$ cat config.mk
export PLATFORM = sky130hd
export DESIGN_NAME = e1_tx_wb
export DESIGN_NICKNAME = d
export VERILOG_FILES = /design/src/rtl/e1_tx_wb.sv
export SDC_FILE = /design/constraint.sdc
export NUM_CORES = 1
export LEC_CHECK = 0
export ABC_AREA = 0
export BUFFER_PORTS_ARGS = -buffer_cell sky130_fd_sc_hd__clkbuf_2
export CAP_MARGIN = 20
export CORE_ASPECT_RATIO = 1.25
export CORE_MARGIN = 5
export CORE_UTILIZATION = 30
export CTS_BUF_LIST = sky130_fd_sc_hd__clkbuf_16
export CTS_CLUSTER_SIZE = 14
export DETAILED_ROUTE_END_ITERATION = 10
export GPL_TIMING_DRIVEN = 0
export PLACE_DENSITY = 0.54
export SYNTH_ARGS = -nofsm -noshare
export SYNTH_HDL_FRONTEND = slang
export SYNTH_SLANG_ARGS = --single-unit
$ cat constraint.sdc
create_clock -name clk -period 2.4 [get_ports clk]
set_input_delay 0.48 -clock clk [delete_from_list [all_inputs] [get_ports clk]]
set_output_delay 0.48 -clock clk [all_outputs]
set_load 0.02 [all_outputs]
$ cat src/rtl/e1_tx_wb.sv
// e1_tx_wb: Wishbone control top for one E1 transmitter, BD-in/BD-out FIFOs, underflow flag and irq.
// Build option: define E1_TX_IRQ_MASK_EN to add irq source masks at CSR 0x0 bits [5:4].

module fifo_sync_shift #(
    parameter int W     = 7,
    parameter int DEPTH = 4
) (
    input  logic         clk,
    input  logic         rst,
    input  logic         clr,
    input  logic         wr,
    input  logic         rd,
    input  logic [W-1:0] di,
    output logic [W-1:0] dout,
    output logic         full,
    output logic         empty
);
    localparam int CW = $clog2(DEPTH + 1);
    localparam int AW = $clog2(DEPTH);

    logic [W-1:0]  mem [DEPTH];
    logic [W-1:0]  mem_n [DEPTH];
    logic [CW-1:0] cnt;
    logic [AW-1:0] wp;
    logic          wr_ok, rd_ok;

    assign full  = (cnt == CW'(DEPTH));
    assign empty = (cnt == '0);
    assign wr_ok = wr & ~full;
    assign rd_ok = rd & ~empty;
    assign dout  = mem[0];
    // With a simultaneous pop the free slot is one below the current count.
    assign wp    = AW'(rd_ok ? cnt - 1'b1 : cnt);

    always_comb begin
        mem_n = mem;
        if (rd_ok)
            for (int i = 0; i < DEPTH - 1; i++) mem_n[i] = mem[i+1];
        if (wr_ok) mem_n[wp] = di;
    end

    always_ff @(posedge clk) mem <= mem_n;

    always_ff @(posedge clk or posedge rst) begin
        if (rst)                cnt <= '0;
        else if (clr)           cnt <= '0;
        else if (wr_ok & ~rd_ok) cnt <= cnt + 1'b1;
        else if (rd_ok & ~wr_ok) cnt <= cnt - 1'b1;
    end
endmodule

module e1_tx_wb #(
    parameter int MFW = 7
) (
    input  logic           clk,
    input  logic           rst,
    output logic           pad_tx_hi,
    output logic           pad_tx_lo,
    input  logic [7:0]     buf_tx_data,
    output logic [4:0]     buf_tx_ts,
    output logic [3:0]     buf_tx_frame,
    output logic [MFW-1:0] buf_tx_mf,
    output logic           buf_tx_re,
    input  logic           buf_tx_rdy,
    input  logic [3:0]     bus_addr,
    input  logic [15:0]    bus_wdata,
    output logic [15:0]    bus_rdata,
    input  logic           bus_cyc,
    input  logic           bus_we,
    output logic           bus_ack,
    output logic           irq,
    output logic           tick_tx
);
    logic           enabled, alarm, underflow;
    logic [1:0]     mode;
    logic           mask_underflow, mask_bdout;
    logic           tx_rst, tx_rst_d, fifo_clr;
    logic           wr_csr_stb, clr_stb, bi_push_stb, bo_pop_stb;
    logic           bi_full, bi_empty, bo_full, bo_empty;
    logic [MFW-1:0] bi_do, bo_do;
    logic           bd_done, bd_miss;
    logic           req;
    logic [15:0]    csr_status, rd_val;
    logic           unused_wdata;

    assign req          = bus_cyc & ~bus_ack;
    assign unused_wdata = ^bus_wdata;

`ifdef E1_TX_IRQ_MASK_EN
    always_ff @(posedge clk or posedge rst) begin
        if (rst) begin
            mask_underflow <= 1'b0;
            mask_bdout     <= 1'b0;
        end else if (wr_csr_stb) begin
            mask_underflow <= bus_wdata[5];
            mask_bdout     <= bus_wdata[4];
        end
    end
`else
    assign mask_underflow = 1'b0;
    assign mask_bdout     = 1'b0;
`endif

    assign csr_status = {3'b0, underflow, bo_full, bo_empty, bi_full, bi_empty,
                         2'b0, mask_underflow, mask_bdout, alarm, mode, enabled};

    always_comb begin
        rd_val = 16'h0000;
        case (bus_addr)
            4'h0: rd_val = csr_status;
            4'h2: if (!bo_empty) rd_val = {1'b1, {(15-MFW){1'b0}}, bo_do};
            default: ;
        endcase
    end

    always_ff @(posedge clk or posedge rst) begin
        if (rst) begin
            bus_ack     <= 1'b0;
            bus_rdata   <= 16'h0000;
            wr_csr_stb  <= 1'b0;
            clr_stb     <= 1'b0;
            bi_push_stb <= 1'b0;
            bo_pop_stb  <= 1'b0;
        end else begin
            bus_ack     <= req;
            bus_rdata   <= (req & ~bus_we) ? rd_val : 16'h0000;
            wr_csr_stb  <= req & bus_we & (bus_addr == 4'h0);
            clr_stb     <= req & bus_we & (bus_addr == 4'h0) & bus_wdata[12];
            bi_push_stb <= req & bus_we & (bus_addr == 4'h2) & ~bi_full;
            bo_pop_stb  <= req & ~bus_we & (bus_addr == 4'h2) & ~bo_empty;
        end
    end

    always_ff @(posedge clk or posedge rst) begin
        if (rst) begin
            enabled   <= 1'b0;
            mode      <= 2'b00;
            alarm     <= 1'b0;
            underflow <= 1'b0;
            irq       <= 1'b0;
            tx_rst    <= 1'b1;
            tx_rst_d  <= 1'b1;
        end else begin
            if (wr_csr_stb) begin
                enabled <= bus_wdata[0];
                mode    <= bus_wdata[2:1];
                alarm   <= bus_wdata[3];
            end
            underflow <= (underflow & ~clr_stb) | bd_miss | (bd_done & bo_full);
            irq       <= (~bo_empty & ~mask_bdout) | (underflow & ~mask_underflow);
            tx_rst    <= ~enabled;
            tx_rst_d  <= tx_rst;
        end
    end

    // Flush only on the disable edge so descriptors can be queued while the core is idle.
    assign fifo_clr = tx_rst & ~tx_rst_d;

    fifo_sync_shift #(.W(MFW), .DEPTH(4)) u_bi (
        .clk(clk), .rst(rst), .clr(fifo_clr), .wr(bi_push_stb), .rd(bd_done),
        .di(bus_wdata[MFW-1:0]), .dout(bi_do), .full(bi_full), .empty(bi_empty)
    );

    fifo_sync_shift #(.W(MFW), .DEPTH(4)) u_bo (
        .clk(clk), .rst(rst), .clr(fifo_clr), .wr(bd_done & ~bo_full), .rd(bo_pop_stb),
        .di(bi_do), .dout(bo_do), .full(bo_full), .empty(bo_empty)
    );

    logic [2:0]     bit_cnt;
    logic [4:0]     ts;
    logic [3:0]     frame;
    logic [MFW-1:0] cur_mf, fetch_mf;
    logic           cur_valid, fetch_valid, pos0, pol, alarm_q, line_bit;
    logic [1:0]     mode_q;
    logic [7:0]     nxt, sh, slot_byte;

    // The BD for a multiframe is taken from the BD-in head at its first fetch slot.
    assign pos0        = (bit_cnt == 3'd0) && (ts == 5'd0) && (frame == 4'd0);
    assign bd_miss     = pos0 & ~tx_rst & bi_empty;
    assign fetch_valid = pos0 ? ~bi_empty : cur_valid;
    assign fetch_mf    = pos0 ? bi_do : cur_mf;
    assign line_bit    = alarm_q | sh[7];

    always_comb begin
        slot_byte = (cur_valid & buf_tx_rdy) ? buf_tx_data : 8'hFF;
        if (mode_q[1] && buf_tx_ts != 5'd0) slot_byte = 8'hD5;
        if (mode_q[0] && buf_tx_ts == 5'd0) slot_byte = buf_tx_frame[0] ? 8'h40 : 8'h1B;
    end

    always_ff @(posedge clk) begin
        if (bit_cnt == 3'd0) begin
            buf_tx_ts    <= ts;
            buf_tx_frame <= frame;
            buf_tx_mf    <= fetch_mf;
        end
        if (pos0) cur_mf <= bi_do;
        if (bit_cnt == 3'd2) nxt <= slot_byte;
    end

    // Line output trails the fetch counter by one timeslot (AMI coded).
    always_ff @(posedge clk or posedge tx_rst) begin
        if (tx_rst) begin
            {frame, ts, bit_cnt} <= 12'd0;
            cur_valid <= 1'b0;
            mode_q    <= 2'b00;
            alarm_q   <= 1'b0;
            sh        <= 8'h00;
            pol       <= 1'b0;
            buf_tx_re <= 1'b0;
            tick_tx   <= 1'b0;
            bd_done   <= 1'b0;
            pad_tx_hi <= 1'b0;
            pad_tx_lo <= 1'b0;
        end else begin
            {frame, ts, bit_cnt} <= {frame, ts, bit_cnt} + 12'd1;
            if (pos0) cur_valid <= ~bi_empty;
            buf_tx_re <= (bit_cnt == 3'd0) & fetch_valid;
            if (ts == 5'd31 && bit_cnt == 3'd7) begin
                mode_q  <= mode;
                alarm_q <= alarm;
            end
            tick_tx   <= (ts == 5'd31) && (bit_cnt == 3'd6);
            bd_done   <= (frame == 4'd15) && (ts == 5'd31) && (bit_cnt == 3'd6) && cur_valid;
            sh        <= (bit_cnt == 3'd7) ? nxt : {sh[6:0], 1'b0};
            pad_tx_hi <= line_bit & ~pol;
            pad_tx_lo <= line_bit & pol;
            if (line_bit) pol <= ~pol;
        end
    end
endmodule
=== Word-level counts from Yosys, hierarchy flattened ===
Index checks and enable logic that the tools add are counted.

* Add/subtract/negate cells: 5
* $lt $le $gt $ge: 4
* Eq/ne operators: 8
* Muxes and demuxes: 28
* Bitwise logic cells: 48
* Reduce and logical (&&, ||, !) cells: 21

{| class="wikitable"
|+ Operators with widths
! kind !! number
|-
| bitwise mux 28 bit || 2
|-
| two-way mux 28 bit || 2
|-
| two-way mux 21 bit || 2
|-
| two-way mux 16 bit || 2
|-
| two-way mux 8 bit || 4
|-
| one-hot mux 16 bit (2 select lines) || 1
|-
| demux 7 bit (select 2 bit) || 2
|-
| two-way mux 7 bit || 4
|-
| bitwise AND 1 bit || 27
|-
| two-way mux 3 bit || 6
|-
| inverter 1 bit || 15
|-
| adder 12 x 1 -> 12 bit, second input constant || 1
|-
| equality test 3 bit, second input constant || 4
|-
| logical AND 1 bit || 11
|-
| logical NOT 5 bit || 2
|-
| logical NOT 3 bit || 3
|-
| logical NOT 4 bit || 2
|-
| adder 3 x 1 -> 3 bit, second input constant || 2
|-
| greater-or-equal comparator 3 bit, second input constant || 2
|-
| less-than comparator 3 x 1 -> 1 bit, second input constant || 2
|-
| inverter 2 -> 3 bit || 2
|-
| nonzero test 3 bit || 2
|-
| subtractor 3 x 1 -> 3 bit, second input constant || 2
|-
| equality test 5 bit, second input constant || 1
|-
| other kinds (7) || 11
|}

* Register bits: 152
* Bits of input ports: 33
* Output and inout port bits: 38
* Logic and storage cells: 155

=== Depth between registers and ports, before layout ===
* Depth after elaboration: 11
* Gate-level depth with buffers: 7
* Gate-level depth less buffers: 6

=== Hierarchy ===
A second synthesis with hierarchy kept.

* Cells, all modules: 627
* Area total of the unflattened synthesis: 6930.4 µm²

{| class="wikitable"
|+ Modules (own cells, without submodules)
! module !! instances !! cells an instance !! area an instance (µm²) !! seq. area each (µm²)
|-
| e1_tx_wb || 1 || 235 || 3289.4 || 2264.7
|-
| fifo_sync_shift at u_bo || 1 || 192 || 1839.3 || 705.7
|-
| fifo_sync_shift at u_bi || 1 || 200 || 1801.7 || 705.7
|}

=== Least setup slack after synthesis ===
OpenSTA, ideal clock, no wires.

* Path type: flip-flop to flip-flop
* Start point: register bit_cnt[0]
* End point: register buf_tx_re
* Arrival time: 2.521 ns
* Data required time: 2.281 ns
* Setup slack: -0.240 ns
* Stages on the path, launching flop included: 7
* Cells stage by stage: dfrtp_1 inv_1 ha_1 nor2b_1 nand4_1 mux2_2 and2_1

* Longest elaborated chain between the ends: 5

{| class="wikitable"
|+ RTL lines
! item !! RTL line !! RTL
|-
| from (decl) || 169 || <nowiki>logic [2:0] bit_cnt;</nowiki>
|-
| from (signal assigned) || 215 || <nowiki>{frame, ts, bit_cnt} <= {frame, ts, bit_cnt} + 12'd1;</nowiki>
|-
| logical NOT 3 bit || 178 || <nowiki>assign pos0 = (bit_cnt == 3'd0) && (ts == 5'd0) && (frame == 4'd0);</nowiki>
|-
| logical AND 1 bit (2 in a row) || 178 ||
|-
| two-way mux 1 bit || - ||
|-
| net fetch_valid || 173 || <nowiki>logic cur_valid, fetch_valid, pos0, pol, alarm_q, line_bit;</nowiki>
|-
| bitwise AND 1 bit || 217 || <nowiki>buf_tx_re <= (bit_cnt == 3'd0) & fetch_valid;</nowiki>
|-
| to (signal assigned) || 217 ||
|-
| to (decl) || 63 || <nowiki>output logic buf_tx_re,</nowiki>
|}

The timed path passes the listed nets, and every way through them passes these cells.
A chain may end at the register's enable or synchronous reset.

==> flow_metrics.py <==
metrics = {
    "setup_path": {
        "rrSetupSlack_ps": 70,
        "r2r_cells": 7,
        "worstPathMaxFanout": 7,
        "required_ps": 2700,
        "critPathArrivalTime_ps": 2630,
        "cpLargestDelayFamily": "simple AND/OR/NAND/NOR gates",
        "critPathKind": "flop to flop",
        "slowest_stage": "dfrtp_1",
        "worst-path-buf-inv": 2,
        "slowest_delay_ps": 440,
        "reg2reg_from": "u_bo.cnt[0]",
        "end_kind": "flop",
        "path_cells": "inv_1, ha_1, nor2b_1, or3_1, and3b_1, buf_2, mux2_2",
        "r2r-end": "u_bo.mem[16]",
        "cp.depth": 7,
        "start_kind": "flop",
        "endpoint": "u_bo.mem[16]",
        "crit_start": "u_bo.cnt[0]",
    },
    "finish": {
        "fillers": 2005,
        "final_cells": 816,
        "nNetsFinal": 576,
        "multi_input_area_um2": 2330,
        "seq_area_um2": 3680,
        "insertedDiodeCount": 0,
        "drive_gt1_share_pct": 41.0,
        "area_delta_synth_final_pct": 21.5,
    },
    "power": {
        "combinationalPowerShare_pct": 8.2,
        "p_clk_share_pct": 42.3,
        "peakVddDrop_mv": 0.437,
        "switchingPower_mw": 1.46,
        "p_leak_nw": 3.05,
        "switching_share_pct": 25.4,
        "seqPwrFrac_pct": 49.5,
        "power.density_nw_per_um2": 777,
        "intPower_mw": 4.28,
    },
    "sta": {
        "hold_viol": 0,
        "setup_violations": 0,
        "worst-slew-pin-transition_ps": 997,
        "period_share_pct": 97.1,
        "slew_headroom_pct": 32.9,
        "clock.fmax_ghz": 0.429,
        "tns_ps": 0,
        "final-max-slew-violation-count": 0,
        "fin_skew_ps": 9.73,
        "finalCriticalPeriod_ps": 2330,
    },
    "cts": {
        "cts_buffers": 17,
        "h-tree-depth": 4,
        "clock_path_buffers": 2,
        "insertion_delay_ps": 420,
        "root_buffer": "clkbuf_16",
        "clk_pin_slew_ps": 60,
        "cts_hold_buf": 0,
        "cts_sinks": 149,
        "cts_tree": "built",
    },
    "die": {
        "die_h_um": 169,
        "die_x_um": 137,
        "rows": 58,
        "ios": 71,
        "start_util_pct": 30.3,
        "core_area_um2": 20000,
        "die_area_um2": 23200,
    },
    "job": {
        "drv_cap": 0,
    },
    "worst_hold_path": {
        "hp-class": "input pin to asynchronous set/reset pin",
    },
    "logic_synthesis": {
        "syn_area_um2": 6080,
        "synthArstFlopShare_pct": 41.6,
        "ys_ff_latch": 149,
        "synth.distinct_cells": 52,
        "synth-seq-area-share_pct": 60.5,
        "synth_cells": 449,
        "synth_flop_cell": "dfrtp_1",
        "syn_area_per_cell_um2": 13.5,
        "synth_edf_count": 38,
        "ys_warn_count": 0,
    },
    "global_routing": {
        "globalRouteOverflowTotal": 0,
        "grt_max_degree": 24,
        "antenna_found_initial": 0,
        "grt_pass1_vias": 3905,
        "grt_pass1_wl_um": 19900,
        "grt_usage_pct": 11.1,
    },
    "detailed_routing": {
        "wl_um": 12400,
        "drc": 0,
        "dr.pass1.iters": 4,
        "vias": 3679,
        "routedWlPerCell_um": 15.2,
        "detail-route-antenna-nets": 0,
        "detail_route.iter0.violations": 170,
        "via_per_inst": 4.51,
    },
    "place": {
        "portBuffers": 59,
        "place_hpwl_um": 9210,
        "dpl.cell_count": 782,
        "gp_congestion": 0.776,
    },
    "status": {
        "status": "finished clean",
    },
}
-- layer usage --
metal | track usage, % | vias up | share of wire (%)
met3 | 2.82 | 18 | 2.8
met1 | 12.4 | 1833 | 41
met4 | 4.64 | 0 | 2.4
li1 | - | 1779 | -
met2 | 19.9 | 49 | 54
met5 | 0 | - | 0
-- cells in the final DEF (no fill, tap or decap), types with 10 or more instances in the layout --
| cell | netlist | layout |
|---|---|---|
| mux2_2 | 99 | 99 |
| dfrtp_1 | 60 | 60 |
| clkbuf_2 | 0 | 59 |
| dfxtp_1 | 49 | 49 |
| edfxtp_1 | 38 | 38 |
| nor2_1 | 26 | 25 |
| nand2_1 | 22 | 21 |
| clkbuf_16 | 0 | 17 |
| inv_1 | 15 | 15 |
| xnor2_1 | 12 | 12 |
| ha_1 | 10 | 10 |
-- area by class of cell --
class	instances	area share, %
Timing Repair Buffer	63	4.95
Tap cell	270	4.57
Sequential cell	149	49.8
Inverter	15	0.762
Buffer	12	1.03
Clock inverter	15	1.66
Multi-Input combinational cell	275	31.5
Clock buffer	17	5.76
-- registers in the layout, indices dropped and copies added (netlist names), 2 cells and up, named ones only --
signal and count:
u_bi.dout 7, ts 5, bus_rdata 13, u_bi.cnt 3, bit_cnt 3, buf_tx_frame 4, u_bo.mem 14, u_bo.dout 7
frame 4, buf_tx_mf 7, buf_tx_ts 5, sh 8, nxt 8, cur_mf 7, u_bo.cnt 3, u_bi.mem 14
mode 2, mode_q 2
-- power groups by stage --
| stage | clock network [mW] | logic (mW) | registers, mW |
|---|---|---|---|
| 2_1_floorplan | 0 | 0.318 | 2.84 |
| 3_3_place_gp | 0 | 0.409 | 2.89 |
| 3_5_place_dp | 0 | 0.461 | 2.90 |
| 4_1_cts | 2.51 | 0.466 | 2.85 |
| 5_1_grt | 2.59 | 0.532 | 2.86 |
| 6_report | 2.43 | 0.471 | 2.84 |
-- synthesized netlist by cell type, types with 3 or more instances --
cell type  number  share of area [%]
buf_1           3               0.19
nor2_1         26                1.6
buf_2           3               0.25
nor2b_1         8               0.82
ha_1           10                2.1
nand2b_1        4               0.41
dfrtp_1        60                 25
xnor2_1        12                1.7
nand4_1         4               0.41
a22oi_1         4               0.49
mux2_2         99                 18
nor3_1         10               0.82
inv_1          15               0.93
and2_1          7               0.72
nand3_1         8               0.66
nand2_1        22                1.4
buf_4           3               0.37
mux2_4          7                1.7
o32a_1          3               0.49
dfxtp_1        49                 16
o21ai_0         7               0.58
and3_1          5               0.51
edfxtp_1       38                 19
-- stage by stage --
| stage | utilization, % | setup slack, ps | power, mW | hold slack (ps) | instance area (um^2) |
|---|---|---|---|---|---|
| after floorplan | - | 178 | 3.15 | 367 | 6090 |
| after global placement | 33.6 | -646 | 3.30 | 375 | 6720 |
| after detailed placement | 33.8 | -749 | 3.36 | 382 | 6780 |
| after CTS | 36.7 | -11.9 | 5.82 | 35.1 | 7360 |
| after global routing | 36.9 | -5.59 | 5.98 | 74.1 | 7390 |
| final | 36.9 | 68.9 | 5.74 | 53.7 | 7390 |
-- logic make-up after synthesis --
| group | count (synthesis) | share of synthesized area [%] |
|---|---|---|
| compound gates | 38 | 4.69 |
| xor+xnor | 14 | 2.02 |
| fa+ha+maj | 10 | 2.06 |
| buf+inv | 27 | 2.04 |
| flops | 149 | 60.5 |
| mux | 107 | 20.2 |
| other cells | 1 | 0.0617 |
| simple gates | 103 | 8.42 |
-- how the worst min path moves through the flow --
stage / from / end / slack (ps) / depth (start not counted)
floorplan: tx_rst / tx_rst_d / 370 / 0
global placement: tx_rst / tx_rst_d / 380 / 0
detailed placement: tx_rst / tx_rst_d / 380 / 0
CTS: rst / bus_rdata[0] / 40 / 2
global route: rst / bus_rdata[3] / 70 / 2
finish: rst / bus_rdata[1] / 50 / 2
-- worst reg2reg max path: cells and delay by family, from the launching register on --
kind | cells | cell delay [ps]
buffers and inverters | 2 | 330
AND/OR/NAND/NOR | 3 | 790
multiplexers | 1 | 360
adder cells (fa/ha/maj) | 1 | 310
flip-flops | 1 | 440
-- timing repair --
action,in CTS,in global routing
setup buffers,2,0
resized for setup,7,8
endpoints found under the setup margin,62,41
pin swaps,1,0
Power figures use the tool's default switching activity.
